### config.mk
export PLATFORM = sky130hd
export DESIGN_NAME = fif_psh_arb
export DESIGN_NICKNAME = d
export VERILOG_FILES = /design/src/rtl/fif_psh_arb.sv
export SDC_FILE = /design/constraint.sdc
export NUM_CORES = 1
export LEC_CHECK = 0
export ABC_AREA = 0
export ABC_CLOCK_PERIOD_IN_PS = 5700
export CAP_MARGIN = 20
export CORE_MARGIN = 2
export CORE_UTILIZATION = 45
export CTS_CLUSTER_SIZE = 14
export DETAILED_ROUTE_END_ITERATION = 10
export GPL_TIMING_DRIVEN = 0
export PLACE_DENSITY = 0.81
export SYNTH_ARGS = -nofsm -noshare
export SYNTH_HDL_FRONTEND = slang
export SYNTH_SLANG_ARGS = --single-unit
### constraint.sdc
create_clock -name clk -period 5.7 [get_ports clk]
set_clock_uncertainty 0.05 [all_clocks]
set_input_delay 1.14 -clock clk [delete_from_list [all_inputs] [get_ports clk]]
set_output_delay 1.14 -clock clk [all_outputs]
set_load 0.05 [all_outputs]
### src/rtl/fif_psh_arb.sv
`default_nettype none
// +--------------------------------------------------------------------------+
// | fif_psh_arb : round-robin push arbiter with local credit/occupancy check  |
// |   in front of a shared flop-out FIFO. Optional packet hold: ARB_HOLD_EN.  |
// | Rev 1.0                                                                   |
// +--------------------------------------------------------------------------+
module fif_psh_arb #(
  parameter int NUM_REQ    = 4,
  parameter int DATA_WIDTH = 5,
  parameter int DEPTH      = 8,
  parameter int CNT_WIDTH  = $clog2(DEPTH) + 1
) (
  input  logic                                 clk,
  input  logic                                 rst_n,
  input  logic [NUM_REQ-1:0]                   req_vld,
  input  logic [NUM_REQ-1:0][DATA_WIDTH-1:0]   req_dat,
`ifdef ARB_HOLD_EN
  input  logic [NUM_REQ-1:0]                   req_lst,
`endif
  output logic [NUM_REQ-1:0]                   req_rdy,
  input  logic                                 fif_pop,
  input  logic [CNT_WIDTH-1:0]                 fif_cnt,
  output logic                                 fif_psh,
  output logic [DATA_WIDTH-1:0]                fif_dat,
  output logic [$clog2(NUM_REQ)-1:0]           gnt_id,
  output logic [CNT_WIDTH-1:0]                 occ,
  output logic                                 err
);

  localparam int IW = $clog2(NUM_REQ);
  localparam logic [CNT_WIDTH-1:0] C_DEPTH = CNT_WIDTH'(DEPTH);
  localparam logic [IW-1:0]        C_LAST  = IW'(NUM_REQ - 1);

  logic [IW-1:0]        rr_ptr;
  logic [IW-1:0]        win;
  logic [IW-1:0]        idx;
  logic                 found;
  logic                 can_gnt;
  logic                 xfer;
  logic                 adv;
  logic [CNT_WIDTH-1:0] occ_nxt;
  logic                 mismatch;

`ifdef ARB_HOLD_EN
  typedef enum logic {ST_ARB = 1'b0, ST_LOCK = 1'b1} arb_st_t;
  arb_st_t       state, state_nxt;
  logic [IW-1:0] lock_id;
`endif

  // Walk offsets from the farthest back to rr_ptr so the nearest valid one wins.
  always_comb begin
    found = 1'b0;
    win   = '0;
    idx   = '0;
    for (int k = NUM_REQ - 1; k >= 0; k--) begin
      idx = IW'((int'(rr_ptr) + k) % NUM_REQ);
      if (req_vld[idx]) begin
        found = 1'b1;
        win   = idx;
      end
    end
`ifdef ARB_HOLD_EN
    if (state == ST_LOCK) begin
      found = req_vld[lock_id];
      win   = lock_id;
    end
`endif
  end

  // A pop this cycle frees the slot the new beat occupies next cycle.
  assign can_gnt = (occ < C_DEPTH) | fif_pop;
  assign xfer    = found & can_gnt;

  always_comb begin
    req_rdy = '0;
    if (xfer) req_rdy[win] = 1'b1;
  end

`ifdef ARB_HOLD_EN
  // The pointer only moves when a packet completes.
  assign adv = xfer & req_lst[win];

  always_comb begin
    state_nxt = state;
    case (state)
      ST_ARB:  if (xfer && !req_lst[win]) state_nxt = ST_LOCK;
      ST_LOCK: if (xfer &&  req_lst[win]) state_nxt = ST_ARB;
      default: state_nxt = ST_ARB;
    endcase
  end

  always_ff @(posedge clk or negedge rst_n) begin
    if (!rst_n) begin
      state   <= ST_ARB;
      lock_id <= '0;
    end else begin
      state <= state_nxt;
      if (state == ST_ARB && xfer && !req_lst[win]) lock_id <= win;
    end
  end
`else
  assign adv = xfer;
`endif

  always_ff @(posedge clk or negedge rst_n) begin
    if (!rst_n) begin
      fif_psh <= 1'b0;
      fif_dat <= '0;
      gnt_id  <= '0;
      rr_ptr  <= '0;
    end else begin
      fif_psh <= xfer;
      if (xfer) begin
        fif_dat <= req_dat[win];
        gnt_id  <= win;
      end
      if (adv) rr_ptr <= (win == C_LAST) ? '0 : win + 1'b1;
    end
  end

  always_comb begin
    if (fif_pop && occ == '0) occ_nxt = '0;
    else                      occ_nxt = occ + CNT_WIDTH'(xfer) - CNT_WIDTH'(fif_pop);
  end

  // occ counts the beat still on fif_psh, which the FIFO has not yet counted.
  assign mismatch = {1'b0, occ} != ({1'b0, fif_cnt} + {{CNT_WIDTH{1'b0}}, fif_psh});

  always_ff @(posedge clk or negedge rst_n) begin
    if (!rst_n) begin
      occ <= '0;
      err <= 1'b0;
    end else begin
      occ <= occ_nxt;
      if (mismatch || (fif_pop && occ == '0)) err <= 1'b1;
    end
  end

  a_rdy_onehot: assert property (@(posedge clk) disable iff (!rst_n) $onehot0(req_rdy));
  a_no_ovf:     assert property (@(posedge clk) disable iff (!rst_n)
                                 !(fif_psh && !fif_pop && fif_cnt == C_DEPTH));
  a_no_under:   assert property (@(posedge clk) disable iff (!rst_n) !(fif_pop && occ == '0));

endmodule
`default_nettype wire

==> After elaboration in Yosys (flattened, before gate mapping) <==
Index checks and enable logic that the tools add are counted.
{ "totals": {"reg_bits": 15, "in_bits": 31, "output_inout_bits": 17, "word_cells": 51} }
{ "classes": {"add_sub_neg": 7, "order_cmp": 7, "eq_ne": 2, "mux": 23, "bitwise": 2, "n_reduce_logical": 4} }
{ "ops": {"columns": ["op", "count"], "rows": [
  ["2-bit by 3-bit less-than comparator with 1-bit output, second input constant", 5],
  ["5-bit binary-select mux with 2-bit select", 1],
  ["2-bit 2-to-1 mux", 5],
  ["1-bit 2-to-1 mux", 9],
  ["1-bit binary-select mux with 2-bit select", 4],
  ["4-bit 2-to-1 mux", 2],
  ["4-bit by 1-bit adder with 5-bit output", 1],
  ["5-bit 2-to-1 mux", 1],
  ["4-bit by 5-bit inequality test with 1-bit output", 1],
  ["2-bit by 1-bit adder with 2-bit output, second input constant", 2],
  ["2-bit adder, second input constant", 2],
  ["4-bit by 1-bit adder with 4-bit output", 1],
  ["4-bit logical NOT", 1],
  ["4-bit less-than comparator, second input constant", 1],
  ["4-bit by 1-bit subtractor with 4-bit output", 1],
  ["1-bit demux with 2-bit select", 1],
  ["2-bit equality test, second input constant", 1],
  ["2-bit by 1-bit greater-or-equal comparator with 1-bit output, second input constant", 1],
  ["1-bit logical AND", 2],
  ["1-bit bitwise AND", 1],
  ["1-bit logical OR", 1],
  ["1-bit OR", 1]
]} }

==> Logic depth before layout (Yosys ltp) <==
{ "depth": {"ltp_word": 12, "ltp_mapped": 10, "mapped_depth_nobuf": 9} }

==> Least setup slack after synthesis <==
No wires, ideal clock.
{ "synth_path": {"path_kind": "input port to output port", "from": "in req_vld[1]", "to": "out req_rdy[3]", "t_arrival_ns": 2.460, "t_required_ns": 4.510, "setup_slack_ns": 2.050, "stages": 7, "n_path_buf": 1, "path_cell_list": "nor3b_1 a211oi_2 or2_1 buf_2 inv_1 ha_1 and3_1"} }
{ "synth_between": {"elab_chain_len": 11, "elab_cells_between_ends": 23, "cone_classes": "order compare (2); mux (19); bitwise (1); reduce/logical (1)"} }
{ "synth_rtl": {"columns": ["element", "line", "text"], "rows": [
  ["start: declaration", "15", "input logic [NUM_REQ-1:0] req_vld,"],
  ["1-bit binary-select mux with 2-bit select", "57", "if (req_vld[idx]) begin"],
  ["1-bit 2-to-1 mux (implied by the code)", "57", null],
  ["2-bit 2-to-1 mux (3 in a row)", "57", null],
  ["2-bit 2-to-1 mux (*)", "57", null],
  ["via win[1]", "35", "logic [IW-1:0] win;"],
  ["2-bit by 3-bit less-than comparator with 1-bit output (implied by the code) or 2-bit by 1-bit greater-or-equal comparator with 1-bit output (tied branches)", "76", "if (xfer) req_rdy[win] = 1'b1;"],
  ["1-bit logical AND (implied by the code)", "76", null],
  ["1-bit 2-to-1 mux (implied by the code)", "76", null],
  ["1-bit demux with 2-bit select (*)", "76", null],
  ["4-bit 2-to-1 mux (*)", "76", null],
  ["end: declaration", "20", "output logic [NUM_REQ-1:0] req_rdy,"]
]} }
Mark *: on every way through the listed nets, which the timed path passes. The rest lies on a longest branch. The select of a mux whose other input is x is not followed.

==> Final worst setup path <==
{ "layout_path": {"from": "in req_vld[3]", "to": "out req_rdy[1]"} }
{ "layout_between": {"elab_chain_len": 11, "elab_cells_between_ends": 23, "cone_classes": "order compare (2); mux (19); bitwise (1); reduce/logical (1)"} }
{ "layout_rtl": {"columns": ["element", "line"], "rows": [
  ["1-bit binary-select mux with 2-bit select", "57"],
  ["1-bit 2-to-1 mux (implied by the code)", "57"],
  ["2-bit 2-to-1 mux (4 in a row)", "57"],
  ["2-bit by 3-bit less-than comparator with 1-bit output (implied by the code) or 2-bit by 1-bit greater-or-equal comparator with 1-bit output (tied branches)", "76"],
  ["1-bit logical AND (implied by the code)", "76"],
  ["1-bit 2-to-1 mux (implied by the code)", "76"],
  ["1-bit demux with 2-bit select", "76"],
  ["4-bit 2-to-1 mux (*)", "76"]
]} }
Mark *: on every way between the ends. The rest lies on a longest branch, timed or not. The select of a mux whose other input is x is not followed.

==> key figures <==
STA
  – Tmin final: ~4.8 ns
  – Max_slew headroom: 0.4228
  – Final slew viol count: 0
  – Fin Setup TNS: 0 ns
  – Worst-margin pin slew: 0.8542 ns
  – Final Hold Viols: 0
  – Min setup slack post-route: 0.9315 ns
  – Final Cycle Share: 0.8366
  – RSZ-0062 raised after global routing: no
  – Hold slack: between 0.4 and 0.5 ns
  – Peak Freq: approximately 0.21 GHz
  – Setup Viol. Count Final: 0

Pwr
  – P_leak: 0.7308 nW
  – Switch Pwr: roughly 0.47 mW
  – Total power: 0.9049 mW
  – Pwr per Cell Area: around 540 nW/um^2
  – Clock network power share: 0.069
  – Peak supply drop: between 0.3 and 0.4 mV
  – Switch share: 0.5176
  – Sequential share of power: 0.229
  – Comb pwr share: 0.702
  – Internal power: approximately 0.44 mW

Placement
  – DP Worst Slack: approximately 0.94 ns
  – Global placement routability congestion: between 0.7 and 0.8
  – I/O Buffers: 47
  – Final HPWL DP: 2.300 mm

Die
  – IO Count: 48
  – Die width: between 50 and 60 um
  – Die ar.: 2958 um^2
  – Initial Util: 0.4697
  – Row cnt: 18
  – Core area: between 2000 and 2500 um^2
  – Die H: 54.39 um

Yosys
  – Synth Area per Inst: roughly 9.8 um^2
  – Post-synth ARST share: 1.000
  – Post-synth EDFFs: 0
  – Yosys cell types: 38
  – Syn Inst Count: ~120
  – Yosys warnings: 0
  – Sequential element share of the synthesized area: 0.3286
  – Post-Syn Area: 1142 um^2
  – Seq cells post-synth: 15
  – Syn Nets: 160
  – Most common flop cell mapped by yosys: dfrtp_1

Min path
  – Beginning of the worst hold path: gnt_id[0]$_DFFE_PN0P_
  – Hold EP: gnt_id[0]$_DFFE_PN0P_
  – Hold Path Stages: 2
  – Worst hold path type: flip-flop to flip-flop

Clock network
  – Clk slew on worst S/H paths: ~0.09 ns
  – CTS root buffer: clkbuf_4
  – CTS sink cnt: 15
  – Clk_lat worst skew: 0.29 ns
  – Setup Buffers After CTS: 0
  – Clk buf depth: 2
  – CTS tree: built
  – CTS buffer count: 3
  – Post-CTS sizing: 0
  – Hold-fix buffers, CTS: 0
  – H-Tree Depth: 1

Cells and area
  – Fill cell count: ~200
  – Share of layout cells above drive strength 1: 0.08333
  – Final Core Density: 0.6898
  – ANT cells: 0
  – Layout Nets: 212
  – Area growth, synth to finish: 46.88%

Setup path
  – Crit Path Max Fanout: 7
  – Crit path required time: roughly 4.5 ns
  – CP max stage cell: clkdlybuf4s50_1
  – Crit path cell chain: clkdlybuf4s50_1 -> nand2b_1 -> a211oi_2 -> or2_1 -> buf_2 -> ha_1 -> and3_1 -> clkdlybuf4s50_1
  – CP Capture Type: output pin
  – Reg2Reg Depth: 9
  – Crit path kind: primary input to output pin
  – R2R setup slack: ~3.4 ns
  – Reg-to-reg endpoint: occ[2]$_DFF_PN0_
  – CP peak stage delay: around 0.81 ns
  – WP data arrival: about 3.6 ns
  – Worst path bufs/invs: 3
  – FF-to-FF Start: occ[3]$_DFF_PN0_
  – Crit path max-delay family: buffers and inverters
  – CP Launch Type: primary input
  – Top cell by count, worst path: clkdlybuf4s50_1

Outcome
  – Status: finished, final reports clean

GRT
  – Vias in the first global route: 1047
  – Tot GR Track Use: 0.2082
  – Initial antenna violation count: 0
  – GR Overflow Total: 0
  – Largest net degree at the start of global routing: 16
  – First-pass GRT wire length: 4.388 mm

Detailed routing
  – DR pass1 iterations: 4
  – Total Routed Length: roughly 2.8 mm
  – Mean number of vias per cell: roughly 5.5
  – DR vias: approximately 1100
  – Post-route antenna net violation count: 0
  – Wire length per cell: between 10 and 15 um
  – DRC Markers: 0
  – Initial drt markers: 20

Run
  – Max-cap violations: 0
==> cell families after synthesis <==
group	Yosys count	synth area share
simple gates	38	0.1895
compound gates	30	0.2081
flops	15	0.3286
fa+ha+maj	12	0.1380
buf+inv	10	0.03725
xor+xnor	6	0.04600
mux	6	0.05258
==> stage by stage <==
stage               cell area [um^2]  instances
floorplan                       1142        117
global placement                1650        194
detailed placement              1650        194
CTS                             1678        198
global route                    1678        198
finish                          1678        198
==> cell usage in the layout (no fill, tap or decap), types with 2 or more instances in the layout <==
master           count
nand2b_1             3
buf_2                2
ha_1                11
clkdlybuf4s50_1     47
nor2b_1              2
nor2_1               8
a21oi_1              2
o21ai_0              4
a211o_1              3
nand2_1             10
a21boi_0             2
a211oi_1             4
mux2i_1              6
xor2_1               2
xnor2_1              4
dfrtp_1             15
inv_1                7
o211ai_1             3
and3_1               4
a21o_1               3
nand3_1              4
clkbuf_4             3
==> flip-flops by register name, indices dropped and copies added, names as in the netlist <==
signal / flops
err: 1
occ: 4
gnt_id: 2
fif_dat: 5
fif_psh: 1
rr_ptr: 2
==> cells in the mapped netlist (all sizes together), types with 4 or more instances <==
master   n  area (um^2)
o21ai    5        36.29
nand2   11        48.80
nand3    4        20.02
dfrtp   15        375.4
nor2     9        50.05
ha      11        137.6
mux2i    6        60.06
inv      8        32.54
xnor2    4        35.03
a211oi   5        42.54
and3     4        25.02
==> routing by layer <==
metal / part of all wire / GRT usage / wire length (um)
met2: 0.54 / 0.4096 / 1496
met1: 0.39 / 0.2215 / 1088
met5: 0 / 0 / 0
met3: 0.053 / 0.01913 / 147
met4: 0.019 / 0.08750 / 54
==> power by group through the flow <==
stage | registers, mW | logic [mW] | clock network [mW]
2_1_floorplan | 0.344 | 0.308 | 0
3_3_place_gp | 0.206 | 0.618 | 0
3_5_place_dp | 0.208 | 0.639 | 0
4_1_cts | 0.207 | 0.641 | 0.0646
5_1_grt | 0.214 | 0.695 | 0.0683
6_report | 0.207 | 0.636 | 0.0624
==> area by class of cell <==
type | instances | area, um^2 | area share
clock buffers | 3 | 22.52 | 0.01342
well taps | 30 | 37.54 | 0.02237
clock inverters | 1 | 5.005 | 0.002983
plain buffers | 2 | 10.01 | 0.005966
repair buffers | 47 | 470.5 | 0.2804
inverters | 8 | 32.53 | 0.01939
flip-flops and latches | 15 | 375.4 | 0.2237
multi-input cells | 92 | 724.4 | 0.4318
==> worst min-delay path: stages, from the launching register on <==
cell     delay, ns
dfrtp_1       0.36
nand2_1       0.05
o21ai_0       0.06
==> worst max-delay path by stage <==
stage / from / end / slack, ns / depth (start not counted)
2_1_floorplan: req_vld[1] / req_rdy[3] / 2.05 / 7
3_3_place_gp: req_vld[3] / req_rdy[1] / 0.95 / 8
3_5_place_dp: req_vld[3] / req_rdy[3] / 0.94 / 9
4_1_cts: req_vld[3] / req_rdy[1] / 0.92 / 8
5_1_grt: req_vld[3] / req_rdy[1] / 0.79 / 8
6_report: req_vld[3] / req_rdy[1] / 0.93 / 8
(Power assumes the default switching activity.)
==> RTL change 1, RTL diff (config.mk and constraints unchanged) <==
Register the output `err` once more, cleared by the reset; this adds one clock of latency there. The other outputs are not delayed to match.
--- a/src/rtl/fif_psh_arb.sv
+++ b/src/rtl/fif_psh_arb.sv
@@ -32,2 +32,4 @@
   localparam logic [IW-1:0]        C_LAST  = IW'(NUM_REQ - 1);
+
+  logic err_s0;
 
@@ -131,6 +133,6 @@
       occ <= '0;
-      err <= 1'b0;
+      err_s0 <= 1'b0;
     end else begin
       occ <= occ_nxt;
-      if (mismatch || (fif_pop && occ == '0)) err <= 1'b1;
+      if (mismatch || (fif_pop && occ == '0)) err_s0 <= 1'b1;
     end
@@ -143,2 +145,10 @@
 
+  always_ff @(posedge clk or negedge rst_n) begin
+    if (!rst_n) begin
+      err <= '0;
+    end else begin
+      err <= err_s0;
+    end
+  end
+
 endmodule
Formal check against the unedited RTL: not equivalent (Yosys sat finds a counterexample within 4 cycles, from zero or initial values and one cycle with rst_n low).
==> RTL change 1 against the original RTL <==
Fmax rose by 2.4%. Wire length is 2.8% higher. Combinational power is 3% higher. Global-route usage decreased by 0.21 points. Synthesized area grew 2.8%. Largest cell class unchanged. Cell area increased by 2.5%. Total power increased by 3.3%. Sequential cell count up 1. Hold slack worse by 0.11 ns. Highest routed layer unchanged. Setup slack better by 0.11 ns.
==> RTL change 1: results (changes against the original RTL) <==
| Metric | Value |
|---|---|
| Post-Place Setup Slack | 1.06 ns (was 0.942 ns) |
| Sequential cell area | 400 um2 (was 375 um2) |
| Yosys cell types | 34 (was 38) |
| Synth warn | 0 (unchanged) |
| Worst hold path class | reg2reg (unchanged) |
| Status | completed (unchanged) |
| Critical path's slowest cell | clkdlybuf4s50_1 (unchanged) |
| Initial antenna violation count | 0 (unchanged) |
| Synth Area in Compound Gates | 14.3% (was 20.8%) |
| Layout cells sized above 1 | 7.02% (was 8.33%) |
| Top fanout value on the critical path | 5 (was 7) |
| DR WL/cell | 14.2 um (was 14.1 um) |
| CTS Root Cell | clkbuf_4 (unchanged) |
| Avg Cell Area, Syn | 9.79 um2 (was 9.76 um2) |
| First-pass GRT wire length | 4.39 mm (unchanged) |
| Largest net degree at the start of global routing | 17 (was 16) |
| DP Wirelength | 2.37 mm (was 2.30 mm) |
| PortBufs | 47 (unchanged) |
| Leak | 0.756 nW (was 0.731 nW) |
| CTS Buf Count | 3 (unchanged) |
| Clock buffer depth | 2 (unchanged) |
| Top Registers | fif_dat: 5 flops, occ: 4 flops (unchanged) |
| Post-Synth Adder-Cell Area | 13.4% (was 13.8%) |
| Placed Instance Area | 0.00168 mm2 (was 0.00165 mm2) |
| CTS resizes | 0 (unchanged) |
| Post-synth top cells | 16 x dfrtp_1, 13 x nand2_1, 11 x ha_1 (was 15 x dfrtp_1, 11 x ha_1, 10 x nand2_1) |
| H-tree depth | 1 (unchanged) |
| Most area-consuming cells after synthesis | dfrtp_1 34%, ha_1 12%, mux2i_1 6.8%, a211oi_1 4.5%, nand2_1 4.2% (was dfrtp_1 33%, ha_1 12%, mux2i_1 5.3%, nand2_1 3.3%, xnor2_1 3.1%) |
| Synthesized Nets | 163 (was 160) |
| Arr. time, crit path | 3.47 ns (was 3.58 ns) |
| NumNets Final | 215 (was 212) |
| XOR/XNOR Fraction of Synth Area | 4.47% (was 4.60%) |
| Ant. Diodes | 0 (unchanged) |
| Largest delay share family, worst path | buffers and inverters (unchanged) |
| Vias per cell | 5.46 (was 5.52) |
| Worst IR Drop VDD | 0.000348 V (was 0.000365 V) |
| Post-synthesis mux area share | 6.82% (was 5.26%) |
| Post-CTS setup buffer count | 0 (unchanged) |
| Placer Congestion | 0.751 (was 0.736) |
| CP max stage delay | 0.82 ns |
| Clock slew at reported path FFs | 0.09 ns (about the same) |
| Seq/Total Area, Yosys | 34.1% (was 32.9%) |
| Layout filler cell count | 216 (was 195) |
| Post-route insts no fill | 201 (was 198) |
| Global-route usage over all layers | 20.6% (was 20.8%) |
| Post-synth ARST share | 100% (unchanged) |
| First-pass iteration count of the detailed router | 4 (unchanged) |
| Vias in the first global route | 1038 (was 1047) |
| First-iteration detailed-routing DRC count | 14 (was 20) |
| Worst rel slew slack | 42.4% (was 42.3%) |
| Clk_lat worst skew | 0.28 ns |
-- RTL change 1: cell types whose count changed after synthesis, moves of 2 or more --
cell and delta:
a211o_1 -2, a211oi_1 +3, a21boi_0 -2, and2_1 +4
and4_1 +4, mux2i_1 +2, nand2_1 +3, nand3_1 -2
nor2_1 +2, o21ai_0 -2
-- RTL change 1: worst paths after layout --
path | cells past startpoint | to | slack, ns | from
min in group asynchronous | 1 | occ[0] | 1.23 | rst_n
setup reg to reg | 9 | occ[2] | 3.59 | occ[3]
hold reg to reg | 0 | err | 0.33 | err_s0
max in group asynchronous | 1 | gnt_id[1] | 3.91 | rst_n
hold / removal | 0 | err | 0.33 | err_s0
setup / recovery | 8 | req_rdy[1] | 1.04 | req_vld[3]
-- RTL change 1: where the power goes --
group | internal (mW) | total [mW] | switching, mW
Clock | 0.0389 | 0.0741 | 0.0352
Sequential | 0.165 | 0.209 | 0.0438
Combinational | 0.262 | 0.652 | 0.390
-- RTL change 1: metal layers --
layer / part of all wire, % / GRT usage (%) / up-vias
li1: - / - / 529
met1: 38 / 22.1 / 519
met2: 54 / 39.7 / 44
met3: 7.2 / 6.45 / 5
met4: 0.73 / 3.25 / 0
met5: 0 / 0 / -
-- RTL change 1: area by class of cell --
| cell class | instances | area share, % |
|---|---|---|
| plain buffers | 3 | 1.24 |
| clock buffers | 4 | 2.11 |
| inverters | 8 | 2.47 |
| multi-input cells | 93 | 41.3 |
| flip-flops and latches | 16 | 23.3 |
| well taps | 30 | 2.18 |
| repair buffers | 47 | 27.4 |
-- RTL change 1: logic make-up (layout without fill, tap and decap cells) --
group	after synthesis	after routing
buf+inv	11	62
mux	8	8
fa+ha+maj	12	12
flops	16	16
simple gates	46	46
xor+xnor	6	6
compound gates	21	21
==> RTL change 2, RTL diff (config.mk and constraints unchanged) <==
Without the edit above. Set the parameter `NUM_REQ` to 2 (it was 4).
--- a/src/rtl/fif_psh_arb.sv
+++ b/src/rtl/fif_psh_arb.sv
@@ -7,3 +7,3 @@
 module fif_psh_arb #(
-  parameter int NUM_REQ    = 4,
+  parameter int NUM_REQ    = 2,
   parameter int DATA_WIDTH = 5,
Interface: changed (resized gnt_id, req_dat, req_rdy and req_vld); port bits go from 48 to 33. The function was not compared with the original's and may differ.
==> RTL change 2 against the original RTL <==
Cell area down 31%. Die area down 28%. Sequential cell count down 2. Sequential power down 23%. Setup slack improved by 0.62 ns. Final cell count shrank 38%. Synthesized area down 30%. Wire length fell by 40%. Combinational power shrank 38%. Sequential share of layout area up 5.6 points. Fmax is 15% higher. Total power is 32% lower. Critical endpoint unchanged. Largest cell class unchanged.
==> RTL change 2: results (changes against the original RTL) <==
| Metric | Value |
|---|---|
| Placed Instance Area | 0.00114 mm2 (was 0.00165 mm2) |
| First-pass GRT wire length | 2.67 mm (was 4.39 mm) |
| Worst IR Drop VDD | 0.000320 V (was 0.000365 V) |
| Layout filler cell count | 137 (was 195) |
| Critical Path Source | fif_pop (was req_vld[3]) |
| Post-Place Setup Slack | 1.55 ns (was 0.942 ns) |
| Avg Cell Area, Syn | 11.6 um2 (was 9.76 um2) |
| Hold Path Sink | gnt_id (was gnt_id[0]) |
| Tmin final | 4.15 ns (was 4.77 ns) |
| Min-delay src | gnt_id (was gnt_id[0]) |
| Share of power burned in registers | 26.1% (was 22.9%) |
| Clk_lat worst skew | 0.27 ns (was 0.29 ns) |
| Synthesized Nets | 96 (was 160) |
| Vias in the first global route | 607 (was 1047) |
| NumNets Final | 133 (was 212) |
| Via Count | 629 (was 1092) |
| Most area-consuming cells after synthesis | dfrtp_1 41%, ha_1 11%, a221o_1 6.3%, a21boi_0 4.7%, inv_1 3.3% (was dfrtp_1 33%, ha_1 12%, mux2i_1 5.3%, nand2_1 3.3%, xnor2_1 3.1%) |
| Layout cells sized above 1 | 11.4% (was 8.33%) |
| Post-route insts no fill | 122 (was 198) |
| Power Internal | 0.331 mW (was 0.437 mW) |
| Top fanout value on the critical path | 8 (was 7) |
| Met2 GRT Util | 29.2% (was 41.0%) |
| Largest net degree at the start of global routing | 14 (was 16) |
| Met1 global-route usage | 23.2% (was 22.1%) |
| Seq/Total Area, Yosys | 40.8% (was 32.9%) |
| Status | completed (unchanged) |
| Comb pwr share | 64.3% (was 70.2%) |
| Leak | 0.528 nW (was 0.731 nW) |
| Power Combinational | 0.395 mW (was 0.636 mW) |
| PortBufs | 32 (was 47) |
| Hold Path Stages | 1 (was 2) |
| Power Density | 527 mW/mm2 (was 539 mW/mm2) |
| Hold WS | 0.439 ns (was 0.447 ns) |
| DR WL/cell | 13.7 um (was 14.1 um) |
| CTS Buf Count | 3 (unchanged) |
| Arr. time, crit path | 2.96 ns (was 3.58 ns) |
| DP Wirelength | 1.29 mm (was 2.30 mm) |
| Yosys cell types | 27 (was 38) |
| M3 GR Usage | 2.35% (was 1.91%) |
| R2r endpoint | occ[3] (was occ[2]) |
| First-iteration detailed-routing DRC count | 1 (was 20) |
| Worst slew pin tran | 0.586 ns (was 0.854 ns) |
| CTS Root Cell | clkbuf_4 (unchanged) |
| Post-synth top cells | 13 x dfrtp_1, 7 x ha_1, 7 x inv_1 (was 15 x dfrtp_1, 11 x ha_1, 10 x nand2_1) |
| Global-route usage over all layers | 17.6% (was 20.8%) |
-- RTL change 2: critical path, delay by kind of cell --
family / cells / cell delay [ns]
buffers and inverters: 3 / 1.45
and+or+nand+nor: 2 / 0.37
-- RTL change 2: cells by family after synthesis --
family	after synthesis	share of synthesized area [%]
AND/OR/NAND/NOR	16	13.2
flip-flops	13	40.8
buffers and inverters	9	6.12
AO/OA/AOI/OAI	17	17.7
adder cells (fa/ha/maj)	8	13.5
multiplexers	1	1.41
XOR/XNOR	5	7.22
-- RTL change 2: cell type report --
cell class / count / share of cell area, %
Buffer: 2 / 1.93
Multi-Input combinational cell: 47 / 36.3
Tap cell: 17 / 1.83
Timing Repair Buffer: 32 / 27.5
Sequential cell: 13 / 27.9
Clock buffer: 4 / 2.26
Inverter: 7 / 2.26
-- RTL change 2: per-layer routing --
metal	vias up	part of all wire (%)
li1	317	-
met1	299	48
met2	13	50
met3	0	2.0
met4	0	0
met5	-	0
